### src/rtl/imem_prog_loader_pkg.sv
// Shared definitions for the instruction-memory program loader.
//   IMEM_ADDR_W : default instruction-memory word-address width (also used by TopLevel)
//   IMEM_DATA_W : default instruction word width
//   state_e     : loader FSM state encoding
package imem_prog_loader_pkg;

    localparam int IMEM_ADDR_W = 8;
    localparam int IMEM_DATA_W = 32;

    localparam int HOLD_CNT_W = 4;

    typedef enum logic [1:0] {
        ST_IDLE = 2'd0,
        ST_LOAD = 2'd1,
        ST_HOLD = 2'd2,
        ST_RUN  = 2'd3
    } state_e;

endpackage

### src/rtl/imem_prog_loader_if.sv
// Bus between a program source (testbench or UART front-end) and the loader,
// plus the loader's memory-write, core-control and status outputs.
//   master : program source; drives start/load_len/in_valid/in_data
//   slave  : loader; drives in_ready, imem write port, core_reset and status
interface imem_prog_loader_if
    import imem_prog_loader_pkg::*;
#(
    parameter int ADDR_W = IMEM_ADDR_W,
    parameter int DATA_W = IMEM_DATA_W
);

    logic              start;
    logic [ADDR_W:0]   load_len;
    logic              in_valid;
    logic [DATA_W-1:0] in_data;
    logic              in_ready;

    logic              imem_we;
    logic [ADDR_W-1:0] imem_addr;
    logic [DATA_W-1:0] imem_wdata;

    logic              core_reset;
    logic              busy;
    logic              done;
    logic              error;
    logic [DATA_W-1:0] checksum;
    logic [ADDR_W:0]   word_count;

    modport master (
        output start, load_len, in_valid, in_data,
        input  in_ready, imem_we, imem_addr, imem_wdata,
        input  core_reset, busy, done, error, checksum, word_count
    );

    modport slave (
        input  start, load_len, in_valid, in_data,
        output in_ready, imem_we, imem_addr, imem_wdata,
        output core_reset, busy, done, error, checksum, word_count
    );

endinterface

### src/rtl/imem_prog_loader.sv
// Instruction-memory program loader. Accepts a stream of instruction words
// over a valid/ready handshake, writes them to instruction memory from word 0
// upward, holds the core in reset while loading and releases it after a
// fixed flush delay.
//   clk    : system clock, rising edge
//   reset  : synchronous, active-high
//   bus_if : slave side of imem_prog_loader_if (handshake, imem write port,
//            core_reset, busy/done/error, checksum, word_count)
//
// state   | meaning
// --------+-------------------------------------------------------------
// ST_IDLE | after reset; core held in reset, waiting for a valid start
// ST_LOAD | in_ready high, accepting words until load_len reached
// ST_HOLD | core still in reset for HOLD_CYCLES cycles (pipeline flush)
// ST_RUN  | core released; a valid start reloads a new program
module imem_prog_loader
    import imem_prog_loader_pkg::*;
#(
    parameter int ADDR_W      = IMEM_ADDR_W,
    parameter int DATA_W      = IMEM_DATA_W,
    parameter int HOLD_CYCLES = 3
) (
    input logic                clk,
    input logic                reset,
    imem_prog_loader_if.slave  bus_if
);

    localparam logic [ADDR_W:0]     MAX_LEN   = {1'b1, {ADDR_W{1'b0}}};
    localparam logic [ADDR_W:0]     CNT_ONE   = (ADDR_W + 1)'(1);
    localparam logic [HOLD_CNT_W-1:0] HOLD_LOAD = HOLD_CNT_W'(HOLD_CYCLES - 1);

    state_e                 state_q, state_d;
    logic [ADDR_W:0]        len_q, len_d;
    logic [ADDR_W:0]        cnt_q, cnt_d;
    logic [DATA_W-1:0]      sum_q, sum_d;
    logic [HOLD_CNT_W-1:0]  hold_q, hold_d;
    logic                   err_q, err_d;
    logic                   done_q, done_d;
    logic                   we_q, we_d;
    logic [ADDR_W-1:0]      addr_q, addr_d;
    logic [DATA_W-1:0]      wdata_q, wdata_d;
    logic                   len_ok;

    assign len_ok = (bus_if.load_len != '0) && (bus_if.load_len <= MAX_LEN);

    always_ff @(posedge clk) begin
        if (reset) begin
            state_q <= ST_IDLE;
            len_q   <= '0;
            cnt_q   <= '0;
            sum_q   <= '0;
            hold_q  <= '0;
            err_q   <= 1'b0;
            done_q  <= 1'b0;
            we_q    <= 1'b0;
            addr_q  <= '0;
            wdata_q <= '0;
        end else begin
            state_q <= state_d;
            len_q   <= len_d;
            cnt_q   <= cnt_d;
            sum_q   <= sum_d;
            hold_q  <= hold_d;
            err_q   <= err_d;
            done_q  <= done_d;
            we_q    <= we_d;
            addr_q  <= addr_d;
            wdata_q <= wdata_d;
        end
    end

    always_comb begin
        state_d = state_q;
        len_d   = len_q;
        cnt_d   = cnt_q;
        sum_d   = sum_q;
        hold_d  = hold_q;
        err_d   = err_q;
        done_d  = 1'b0;
        we_d    = 1'b0;
        addr_d  = addr_q;
        wdata_d = wdata_q;

        case (state_q)
            ST_IDLE, ST_RUN: begin
                if (bus_if.start) begin
                    if (len_ok) begin
                        state_d = ST_LOAD;
                        len_d   = bus_if.load_len;
                        cnt_d   = '0;
                        sum_d   = '0;
                        err_d   = 1'b0;
                    end else begin
                        err_d = 1'b1;
                    end
                end
            end
            ST_LOAD: begin
                // in_ready is exactly (state_q == ST_LOAD), so in_valid alone
                // decides the accept here. cnt_q < len_q <= 2**ADDR_W, so the
                // truncated address never wraps within a load.
                if (bus_if.in_valid) begin
                    we_d    = 1'b1;
                    addr_d  = cnt_q[ADDR_W-1:0];
                    wdata_d = bus_if.in_data;
                    cnt_d   = cnt_q + CNT_ONE;
                    sum_d   = sum_q + bus_if.in_data;
                    if (cnt_d == len_q) begin
                        state_d = ST_HOLD;
                        hold_d  = HOLD_LOAD;
                    end
                end
            end
            ST_HOLD: begin
                if (hold_q == '0) begin
                    state_d = ST_RUN;
                    done_d  = 1'b1;
                end else begin
                    hold_d = hold_q - HOLD_CNT_W'(1);
                end
            end
            default: begin
                state_d = ST_IDLE;
            end
        endcase
    end

    // All outputs are registers or decodes of registered state only.
    assign bus_if.in_ready   = (state_q == ST_LOAD);
    assign bus_if.core_reset = (state_q != ST_RUN);
    assign bus_if.busy       = (state_q == ST_LOAD) || (state_q == ST_HOLD);
    assign bus_if.done       = done_q;
    assign bus_if.error      = err_q;
    assign bus_if.checksum   = sum_q;
    assign bus_if.word_count = cnt_q;
    assign bus_if.imem_we    = we_q;
    assign bus_if.imem_addr  = addr_q;
    assign bus_if.imem_wdata = wdata_q;

endmodule

### src/flat_wrapper.sv
// flat-port wrapper written by rule: the top's interface ports become plain ports
module imem_prog_loader_flat import imem_prog_loader_pkg::*;
#(
    parameter int ADDR_W      = IMEM_ADDR_W,
    parameter int DATA_W      = IMEM_DATA_W,
    parameter int HOLD_CYCLES = 3
)
  (clk, reset, bus_if_start, bus_if_load_len, bus_if_in_valid, bus_if_in_data, bus_if_in_ready, bus_if_imem_we, bus_if_imem_addr, bus_if_imem_wdata, bus_if_core_reset, bus_if_busy, bus_if_done, bus_if_error, bus_if_checksum, bus_if_word_count);
  imem_prog_loader_if #(.ADDR_W(ADDR_W), .DATA_W(DATA_W)) bus_if_i ();
  input logic clk;
  input logic reset;
  input wire logic [$bits(bus_if_i.start)-1:0] bus_if_start;
  input wire logic [$bits(bus_if_i.load_len)-1:0] bus_if_load_len;
  input wire logic [$bits(bus_if_i.in_valid)-1:0] bus_if_in_valid;
  input wire logic [$bits(bus_if_i.in_data)-1:0] bus_if_in_data;
  output wire logic [$bits(bus_if_i.in_ready)-1:0] bus_if_in_ready;
  output wire logic [$bits(bus_if_i.imem_we)-1:0] bus_if_imem_we;
  output wire logic [$bits(bus_if_i.imem_addr)-1:0] bus_if_imem_addr;
  output wire logic [$bits(bus_if_i.imem_wdata)-1:0] bus_if_imem_wdata;
  output wire logic [$bits(bus_if_i.core_reset)-1:0] bus_if_core_reset;
  output wire logic [$bits(bus_if_i.busy)-1:0] bus_if_busy;
  output wire logic [$bits(bus_if_i.done)-1:0] bus_if_done;
  output wire logic [$bits(bus_if_i.error)-1:0] bus_if_error;
  output wire logic [$bits(bus_if_i.checksum)-1:0] bus_if_checksum;
  output wire logic [$bits(bus_if_i.word_count)-1:0] bus_if_word_count;
  assign bus_if_i.start = bus_if_start;
  assign bus_if_i.load_len = bus_if_load_len;
  assign bus_if_i.in_valid = bus_if_in_valid;
  assign bus_if_i.in_data = bus_if_in_data;
  assign bus_if_in_ready = bus_if_i.in_ready;
  assign bus_if_imem_we = bus_if_i.imem_we;
  assign bus_if_imem_addr = bus_if_i.imem_addr;
  assign bus_if_imem_wdata = bus_if_i.imem_wdata;
  assign bus_if_core_reset = bus_if_i.core_reset;
  assign bus_if_busy = bus_if_i.busy;
  assign bus_if_done = bus_if_i.done;
  assign bus_if_error = bus_if_i.error;
  assign bus_if_checksum = bus_if_i.checksum;
  assign bus_if_word_count = bus_if_i.word_count;
  imem_prog_loader #(.ADDR_W(ADDR_W), .DATA_W(DATA_W), .HOLD_CYCLES(HOLD_CYCLES)) u_core (.clk(clk), .reset(reset), .bus_if(bus_if_i));
endmodule
### config.mk
export PLATFORM = sky130hd
export DESIGN_NAME = imem_prog_loader_flat
export DESIGN_NICKNAME = d
export VERILOG_FILES = /design/src/rtl/imem_prog_loader_pkg.sv /design/src/rtl/imem_prog_loader_if.sv /design/src/rtl/imem_prog_loader.sv /design/src/flat_wrapper.sv
export SDC_FILE = /design/constraint.sdc
export NUM_CORES = 1
export LEC_CHECK = 0
export CAP_MARGIN = 10
export CORE_MARGIN = 8
export CORE_UTILIZATION = 35
export CTS_CLUSTER_DIAMETER = 50
export DETAILED_ROUTE_END_ITERATION = 7
export MAX_ROUTING_LAYER = met4
export PLACE_DENSITY = 0.57
export SLEW_MARGIN = 5
export SYNTH_ARGS = -nofsm -noshare
export SYNTH_HDL_FRONTEND = slang
export SYNTH_SLANG_ARGS = --single-unit
### constraint.sdc
create_clock -name clk -period 8.6 [get_ports clk]
set_input_delay 2.58 -clock clk [delete_from_list [all_inputs] [get_ports clk]]
set_output_delay 2.58 -clock clk [all_outputs]
set_load 0.05 [all_outputs]
==> impl_metrics.toml, run 1 <==
[placed_design]
pre_cts_ws_ns = 2.98
place_congestion = 0.870
dp_cells = 992
io_buffer_count = 131
postPlaceCellArea_um2 = 6990
hpwlAfterDp_mm = 12.3

[die]
num_rows = 46
die_w_um = 142
die_area_um2 = 20100
start_util = 0.353
die_height_um = 142
pin_count = 132
core_area_um2 = 15700

[synthesis]
synth-compound-area-share = 0.242
yosysWarnings = 0
synth_top_area_frac = 0.357
synth_mux_area_frac = 0.0183
ys_top_cells_by_area = "dfxtp_1 (36%), ha_1 (8.6%), nand2_1 (7.6%)"
synth.yosys.seq_area_share = 0.357
synthTopCellsByCount = "nand2_1 (112), dfxtp_1 (99), a21oi_1 (79), nor2_1 (42), ha_1 (38)"
synth_edf_count = 0
synth_nets = 761
synth_cells = 677
synthArstFlopShare = 0
synthAdderAreaFrac = 0.0893
synth_largest_area_cell = "dfxtp_1"
synth.distinct_cells = 73
yosysMostFrequentCell = "nand2_1"
synth-xor-area-share = 0.0553
ys.flop_type = "dfxtp_1"
avgSynthCellArea_um2 = 8.19
synth-simple-area-share = 0.191
synth-seq-cells = 99
synth_top_family_by_area = "compound AO/OA/AOI/OAI gates"
synthesis.area_um2 = 5550

[cts]
clk_pin_slew_worst_paths_ns = 0.07
cts-resized-gates = 0
htreeDepth = 3
clkLatencyLatePin_ns = 0.35
cts_hold_buf = 0
cts_made_buffers = 9
post_cts_buffers = 0
cts_tree = "built"
cts-root-buf = "clkbuf_16"
cts_sinks = 99
cts_buffer_depth = 2

[critical_path]
r2r-start = "u_core.bus_if.checksum[4]$_SDFFE_PP0P_"
critPathCaptureType = "register"
worstPathArrival_ns = 5.58
crit_required_ns = 8.84
start_kind = "input pin"
critPathLaunch = "bus_if_in_data[0]"
crit_fanout = 5
path_class = "in -> reg"
ff2ff_setup_slack_ns = 5.63

[pwr]
cellLeakagePower_nw = 2.72
vdd_drop_max_uv = 136
total_power_mw = 1.68
pwr_density_cell_nw_per_um2 = 230

[finish]
fin_nets = 871
final_util = 0.464
layout-drive-gt1-share = 0.0492
area_delta_synth_final_pct = 31.3
final_cells = 1008
finish.instance_area_um2 = 7280
antenna_cells = 0

[timing]
period_share = 0.620
worst_pin_slew_ns = 0.920
setup_viol = 0
hold_viol_final = 0
finalSetupTns_ns = 0
rsz0062_at_grt = "no"
fin_ws_ns = 3.27
finalMaxSlewViolations = 0
hold_slack_ns = 0.455
relSlewSlack = 0.385
skew_ns = 0.00438
fin_crit_ns = 5.33
max_freq_mhz = 188

[run]
cap_viol_max_count = 0

[grt]
grt_pass1_wl_mm = 27.5
grt_pass1_vias = 5353
grt_max_degree = 49
gr-total-overflow = 0
grt_antenna_before_repair = 0
grt_usage = 0.172

[detailed_routing]
routed_wl_mm = 16.8
via_per_inst = 5.25
drt-initial-drc-count = 376
route.vias.total = 5296
wl_per_cell_um = 16.6
drt_first_pass_iters = 5
drc = 0
antenna_left = 0

[run_status]
status = "complete, no violations"

[hold_path]
hold_path.class = "reg -> reg"
min-delay-start = "u_core.bus_if.imem_wdata[23]$_SDFFE_PP0P_"
power breakdown:
part	leakage, nW	total (mW)	switching, mW	internal (mW)
Combinational	1.78	0.719	0.482	0.237
Sequential	0.802	0.544	0.0371	0.507
Clock	0.143	0.413	0.187	0.227
final cells by class:
class	count	area, um^2
timing repair buffer	137	1350
clock inverter	6	65.1
inverter	20	75.1
multi-input combinational	520	3310
clock buffer	10	229
fill	1540	8430
tap	216	270
sequential	99	1980
worst max-delay path: stages:
cell and delay (ns):
clkdlybuf4s50_1 0.49, ha_1 0.20, inv_1 0.06, fa_1 0.39
nor2b_1 0.18, o211ai_1 0.17, a31oi_1 0.40, o21ai_1 0.24
o21a_1 0.26, o31a_1 0.29, xnor2_1 0.12, a22o_1 0.19
cells by family after synthesis:
| family | count (synthesis) |
|---|---|
| buffers and inverters | 58 |
| flip-flops | 99 |
| multiplexers | 10 |
| adder cells (fa/ha/maj) | 39 |
| AND/OR/NAND/NOR | 231 |
| AO/OA/AOI/OAI | 205 |
| XOR/XNOR | 35 |
flip-flops by register name, indices dropped and copies added (netlist names), 2 cells and up:
register and count:
u_core.bus_if.checksum 32, u_core.bus_if.imem_wdata 32, u_core.bus_if.word_count 9, u_core.len_q 9, u_core.bus_if.imem_addr 8, u_core.hold_q 4, u_core.state_q 2
worst paths after layout:
| check | end | depth (start not counted) |
|---|---|---|
| min reg2reg | u_core.bus_if.imem_wdata[23]$_SDFFE_PP0P_ | 2 |
| min | u_core.bus_if.imem_wdata[23]$_SDFFE_PP0P_ | 2 |
| max reg2reg | u_core.bus_if.checksum[31]$_SDFFE_PP0P_ | 9 |
| max | u_core.bus_if.checksum[26]$_SDFFE_PP0P_ | 12 |
routing by layer:
layer | part of all wire | vias up | track usage
li1 | - | 2636 | -
met3 | 0.046 | 23 | 0.0360
met1 | 0.48 | 2515 | 0.218
met2 | 0.46 | 122 | 0.276
met5 | 0 | - | -
met4 | 0.014 | 0 | 0.0447
cells in the final DEF, fill, tap and decap left out, drive strengths merged, types with 5 or more instances in the layout:
cell	synthesis	final
a211oi	7	7
buf	9	7
a22oi	10	10
nand2	113	113
a21o	11	11
xnor2	27	27
inv	20	21
o21ai	26	26
a22o	13	13
nor2b	5	5
a21oi	81	81
nand3	17	17
nand4	5	5
and3	7	7
nand2b	5	5
o211ai	8	8
mux2i	9	9
or3	6	6
nor2	43	43
nor3	8	8
ha	38	38
clkbuf	29	10
dfxtp	99	99
clkdlybuf4s50	0	130
a31oi	10	10
xor2	8	8
No activity file was read; power rests on OpenSTA's default activity.
==> run 2, diff against run 1 <==
--- a/config.mk
+++ b/config.mk
@@ -11,7 +11,7 @@
 export CTS_CLUSTER_DIAMETER = 50
 export DETAILED_ROUTE_END_ITERATION = 7
 export MAX_ROUTING_LAYER = met4
-export PLACE_DENSITY = 0.57
+export PLACE_DENSITY = 0.59
 export SLEW_MARGIN = 5
 export SYNTH_ARGS = -nofsm -noshare
 export SYNTH_HDL_FRONTEND = slang
==> constraint.sdc (replaced) <==
create_clock -name clk -period 4.7 [get_ports clk]
set_input_delay 1.41 -clock clk [delete_from_list [all_inputs] [get_ports clk]]
set_output_delay 1.41 -clock clk [all_outputs]
set_load 0.05 [all_outputs]
==> run 2 against run 1 <==
Effect of this change:
- sequential power rose by 83%
- sequential share of layout area fell by 0.28 points
- design area grew 1.0%
- flip-flop and latch count unchanged
- critical path type unchanged
- first-iteration DRC count grew 10%
- core utilization grew 0.49 points
- critical path depth is the same
- cell count up 0.40%
- die area unchanged
- clock skew up 0.0039 ns
- combinational power grew 88%
- highest routed layer unchanged
==> impl_metrics.toml, run 2 (synthesis gave the netlist of run 1 again) <==
[detailed_routing]
antenna_left = 0
drt_first_pass_iters = 5
via_per_inst = 5.31
wl_per_cell_um = 16.6
routed_wl_mm = 16.8
drt-initial-drc-count = 414
route.vias.total = 5373
drc = 0

[timing]
hold_slack_ns = 0.450
rsz0062_at_grt = "no"
fin_crit_ns = 4.14
max_freq_mhz = 241
period_share = 0.882
finalSetupTns_ns = 0
fin_ws_ns = 0.555
hold_viol_final = 0
relSlewSlack = 0.491
setup_viol = 0
finalMaxSlewViolations = 0
worst_pin_slew_ns = 0.763
skew_ns = 0.00827

[grt]
grt_antenna_before_repair = 0
grt.busiest_layer = "met2"
grt_pass1_wl_mm = 26.8
grt_usage = 0.170
met1_usage = 0.209
gr-total-overflow = 0
grtUsageMet2 = 0.276
grt_max_degree = 47
grtUsageMet3 = 0.0366
grt_pass1_vias = 5203

[pwr]
total_power_mw = 3.20
seqPwrFrac = 0.311
combPwrFrac = 0.421
p_clk_frac = 0.268
vdd_drop_max_uv = 201
pwr_density_cell_nw_per_um2 = 434
p_int_mw = 1.90
switchingPower_mw = 1.29
switching_share = 0.405
cellLeakagePower_nw = 2.76

[cts]
cts_tree = "built"
clkLatencyLatePin_ns = 0.35
cts-root-buf = "clkbuf_16"
post_cts_buffers = 0
clk_pin_slew_worst_paths_ns = 0.07
cts_hold_buf = 0
cts_buffer_depth = 2
cts_made_buffers = 9
htreeDepth = 3
cts_sinks = 99
cts-resized-gates = 0

[die]
num_rows = 46
die_area_um2 = 20100
pin_count = 132
die_height_um = 142
start_util = 0.353
die_w_um = 142
core_area_um2 = 15700

[finish]
fillers = 1524
final_util = 0.468
finish.instance_area_um2 = 7360
final_cells = 1012
area_delta_synth_final_pct = 32.7
layout-drive-gt1-share = 0.0540
antenna_cells = 0
final_common_cell = "clkdlybuf4s50_1"
fin_nets = 875
layout_common_cells = "clkdlybuf4s50_1 (130), nand2_1 (111), dfxtp_1 (99), a21oi_1 (79), nor2_1 (42)"

[critical_path]
worstPathArrival_ns = 4.40
crit_fanout = 5
crit_required_ns = 4.95
path_class = "in -> reg"
start_kind = "input pin"
critPathCaptureType = "register"

[placed_design]
io_buffer_count = 131
pre_cts_ws_ns = 0.278
dp_cells = 996
postPlaceCellArea_um2 = 7020
place_congestion = 0.894
hpwlAfterDp_mm = 12.4

[run_status]
status = "complete, no violations"

[run]
cap_viol_max_count = 0

[hold_path]
hold_path.class = "reg -> reg"
run 2: cell types whose count changed in the layout (fill, tap and decap cells not counted), sizes merged:
cell,before,now
buf,7,11
bufinv,1,3
clkinv,3,1
run 2: path summary, 6_finish.rpt:
check	start	end	slack [ns]	depth (start not counted)
hold reg to reg	u_core.bus_if.imem_wdata[0]$_SDFFE_PP0P_	u_core.bus_if.imem_wdata[0]$_SDFFE_PP0P_	0.45	2
setup / recovery	bus_if_in_data[0]	u_core.bus_if.checksum[26]$_SDFFE_PP0P_	0.56	12
setup reg to reg	u_core.bus_if.checksum[0]$_SDFFE_PP0P_	u_core.bus_if.checksum[26]$_SDFFE_PP0P_	1.73	11
hold / removal	u_core.bus_if.imem_wdata[0]$_SDFFE_PP0P_	u_core.bus_if.imem_wdata[0]$_SDFFE_PP0P_	0.45	2
run 2: routing by layer:
| metal | share of wire | wire length, um |
|---|---|---|
| met1 | 0.46 | 7810 |
| met5 | 0 | 0 |
| met2 | 0.47 | 7940 |
| met4 | 0.013 | 218 |
| met3 | 0.052 | 874 |
run 2: power groups by stage:
stage	Clock (mW)	Combinational [mW]	Sequential [mW]
2_1_floorplan	0	0.705	1.21
3_3_place_gp	0	1.33	1.01
3_5_place_dp	0	1.34	1.01
4_1_cts	0.882	1.35	0.995
5_1_grt	0.924	1.46	1.01
6_report	0.856	1.35	0.996
run 2: critical path, stage by stage:
cell and delay, ns:
clkdlybuf4s50_1 0.49, ha_1 0.22, inv_1 0.07, fa_1 0.40, nor2b_1 0.18, o211ai_1 0.16, a31oi_1 0.38, o21ai_1 0.22
o21a_1 0.25, o31a_1 0.30, xnor2_1 0.12, a22o_1 0.19
run 2: layout make-up:
cell class	count	area, um^2	share of cell area
sequential	99	1980	0.269
clock inverter	6	111	0.0151
tap	216	270	0.0367
clock buffer	10	229	0.0311
inverter	20	75.1	0.0102
multi-input combinational	520	3310	0.450
timing repair buffer	141	1380	0.188
==> run 3, diff against run 2 <==
--- a/config.mk
+++ b/config.mk
@@ -7,11 +7,11 @@
 export LEC_CHECK = 0
 export CAP_MARGIN = 10
 export CORE_MARGIN = 8
-export CORE_UTILIZATION = 35
+export CORE_UTILIZATION = 30
 export CTS_CLUSTER_DIAMETER = 50
 export DETAILED_ROUTE_END_ITERATION = 7
 export MAX_ROUTING_LAYER = met4
-export PLACE_DENSITY = 0.59
+export PLACE_DENSITY = 0.52
 export SLEW_MARGIN = 5
 export SYNTH_ARGS = -nofsm -noshare
 export SYNTH_HDL_FRONTEND = slang
==> run 3 against run 2 <==
Effect of this change:
- wire length increased by 3.4%
- sequential share of layout area grew 0.15 points
- design area is 0.56% lower
- core utilization fell by 6.2 points
- first-iteration DRC count down 17%
- clock power shrank 16%
- fmax rose by 1.8%
- total power shrank 4.7%
- non-clock buffer count unchanged
- critical path type unchanged
==> impl_metrics.toml, run 3 (synthesis gave the netlist of run 1 again) <==
[run_status]
status = "complete, no violations"

[die]
start_util = 0.308
die_w_um = 152
core_area_um2 = 18000
num_rows = 49
die_area_um2 = 23100
pin_count = 132
die_height_um = 152

[cts]
clk_pin_slew_worst_paths_ns = 0.07
cts_buffer_depth = 2
cts-root-buf = "clkbuf_16"
cts-resized-gates = 0
cts_hold_buf = 0
clkLatencyLatePin_ns = 0.35
cts_sinks = 99
cts_tree = "built"
post_cts_buffers = 0
htreeDepth = 3
cts_made_buffers = 9

[detailed_routing]
antenna_left = 0
routed_wl_mm = 17.4
wl_per_cell_um = 17.0
drc = 0
drt-initial-drc-count = 342
via_per_inst = 5.13
drt_first_pass_iters = 4
route.vias.total = 5259

[critical_path]
crit_required_ns = 4.95
ff2ff_setup_slack_ns = 1.81
worstPathArrival_ns = 4.32
crit_fanout = 5
path_class = "in -> reg"
start_kind = "input pin"
critPathCaptureType = "register"

[timing]
relSlewSlack = 0.505
period_share = 0.866
rsz0062_at_grt = "no"
max_freq_mhz = 246
finalSetupTns_ns = 0
setup_viol = 0
worst_pin_slew_ns = 0.741
skew_ns = 0.00452
finalMaxSlewViolations = 0
hold_viol_final = 0
fin_crit_ns = 4.07

[grt]
gr-total-overflow = 0
grt_usage = 0.151
grt_pass1_vias = 5279
grt_pass1_wl_mm = 28.0
grt_antenna_before_repair = 1
grt_max_degree = 54

[placed_design]
hpwlAfterDp_mm = 12.9
io_buffer_count = 131
dp_cells = 1009
place_congestion = 0.889

[finish]
area_delta_synth_final_pct = 32.0
final_cells = 1025
final_common_cell = "clkdlybuf4s50_1"
fin_nets = 875
layout_common_cells = "clkdlybuf4s50_1 (130), nand2_1 (111), dfxtp_1 (99), a21oi_1 (79), nor2_1 (42)"
layout-drive-gt1-share = 0.0553

[pwr]
cellLeakagePower_nw = 2.74
vdd_drop_max_uv = 412
pwr_density_cell_nw_per_um2 = 416

[hold_path]
hold_path.class = "reg -> reg"

[run]
cap_viol_max_count = 0
run 3: area by class of cell:
| type | count | area [um^2] |
|---|---|---|
| Antenna cell | 1 | 2.50 |
| Clock buffer | 11 | 253 |
| Clock inverter | 4 | 26.3 |
| Fill cell | 1847 | 10700 |
| Inverter | 20 | 75.1 |
| Multi-Input combinational cell | 520 | 3310 |
| Sequential cell | 99 | 1980 |
| Tap cell | 229 | 287 |
| Timing Repair Buffer | 141 | 1380 |
run 3: stage by stage:
stage	util	area, um^2	total power [mW]	worst slack (ns)	hold slack (ns)
2_1_floorplan	-	5550	1.92	1.06	0.461
3_3_place_gp	0.390	7040	2.33	0.311	0.441
3_5_place_dp	0.390	7040	2.35	0.284	0.445
4_1_cts	0.406	7320	3.09	0.630	0.455
5_1_grt	0.406	7320	3.23	0.417	0.471
6_report	0.406	7320	3.05	0.630	0.453
run 3: power breakdown:
part	switching, mW	leakage [nW]	internal, mW
sequential	0.0648	0.802	0.928
combinational	0.886	1.80	0.445
clock	0.338	0.137	0.385
run 3: worst paths after layout:
| path | depth (start not counted) | endpoint | start |
|---|---|---|---|
| worst min register to register | 2 | u_core.bus_if.imem_addr[7]$_SDFFE_PP0P_ | u_core.bus_if.imem_addr[7]$_SDFFE_PP0P_ |
| worst min-delay path | 2 | u_core.bus_if.imem_addr[7]$_SDFFE_PP0P_ | u_core.bus_if.imem_addr[7]$_SDFFE_PP0P_ |
| worst max-delay path | 12 | u_core.bus_if.checksum[26]$_SDFFE_PP0P_ | bus_if_in_data[0] |
| worst max register to register | 11 | u_core.bus_if.checksum[26]$_SDFFE_PP0P_ | u_core.bus_if.checksum[0]$_SDFFE_PP0P_ |
run 3: worst max-delay path: stages:
cell             delay, ns
clkdlybuf4s50_1       0.51
ha_1                  0.21
inv_1                 0.06
fa_1                  0.40
nor2b_1               0.17
o211ai_1              0.16
a31oi_1               0.33
o21ai_1               0.22
o21a_1                0.25
o31a_1                0.29
xnor2_1               0.12
a22o_1                0.19
run 3: layer usage:
layer  GRT usage  up-vias  part of all wire
met5           -        -                 0
met4      0.0537        0             0.017
met3      0.0347       19             0.048
met2       0.246      127              0.47
met1       0.180     2469              0.47
li1            -     2644                 -
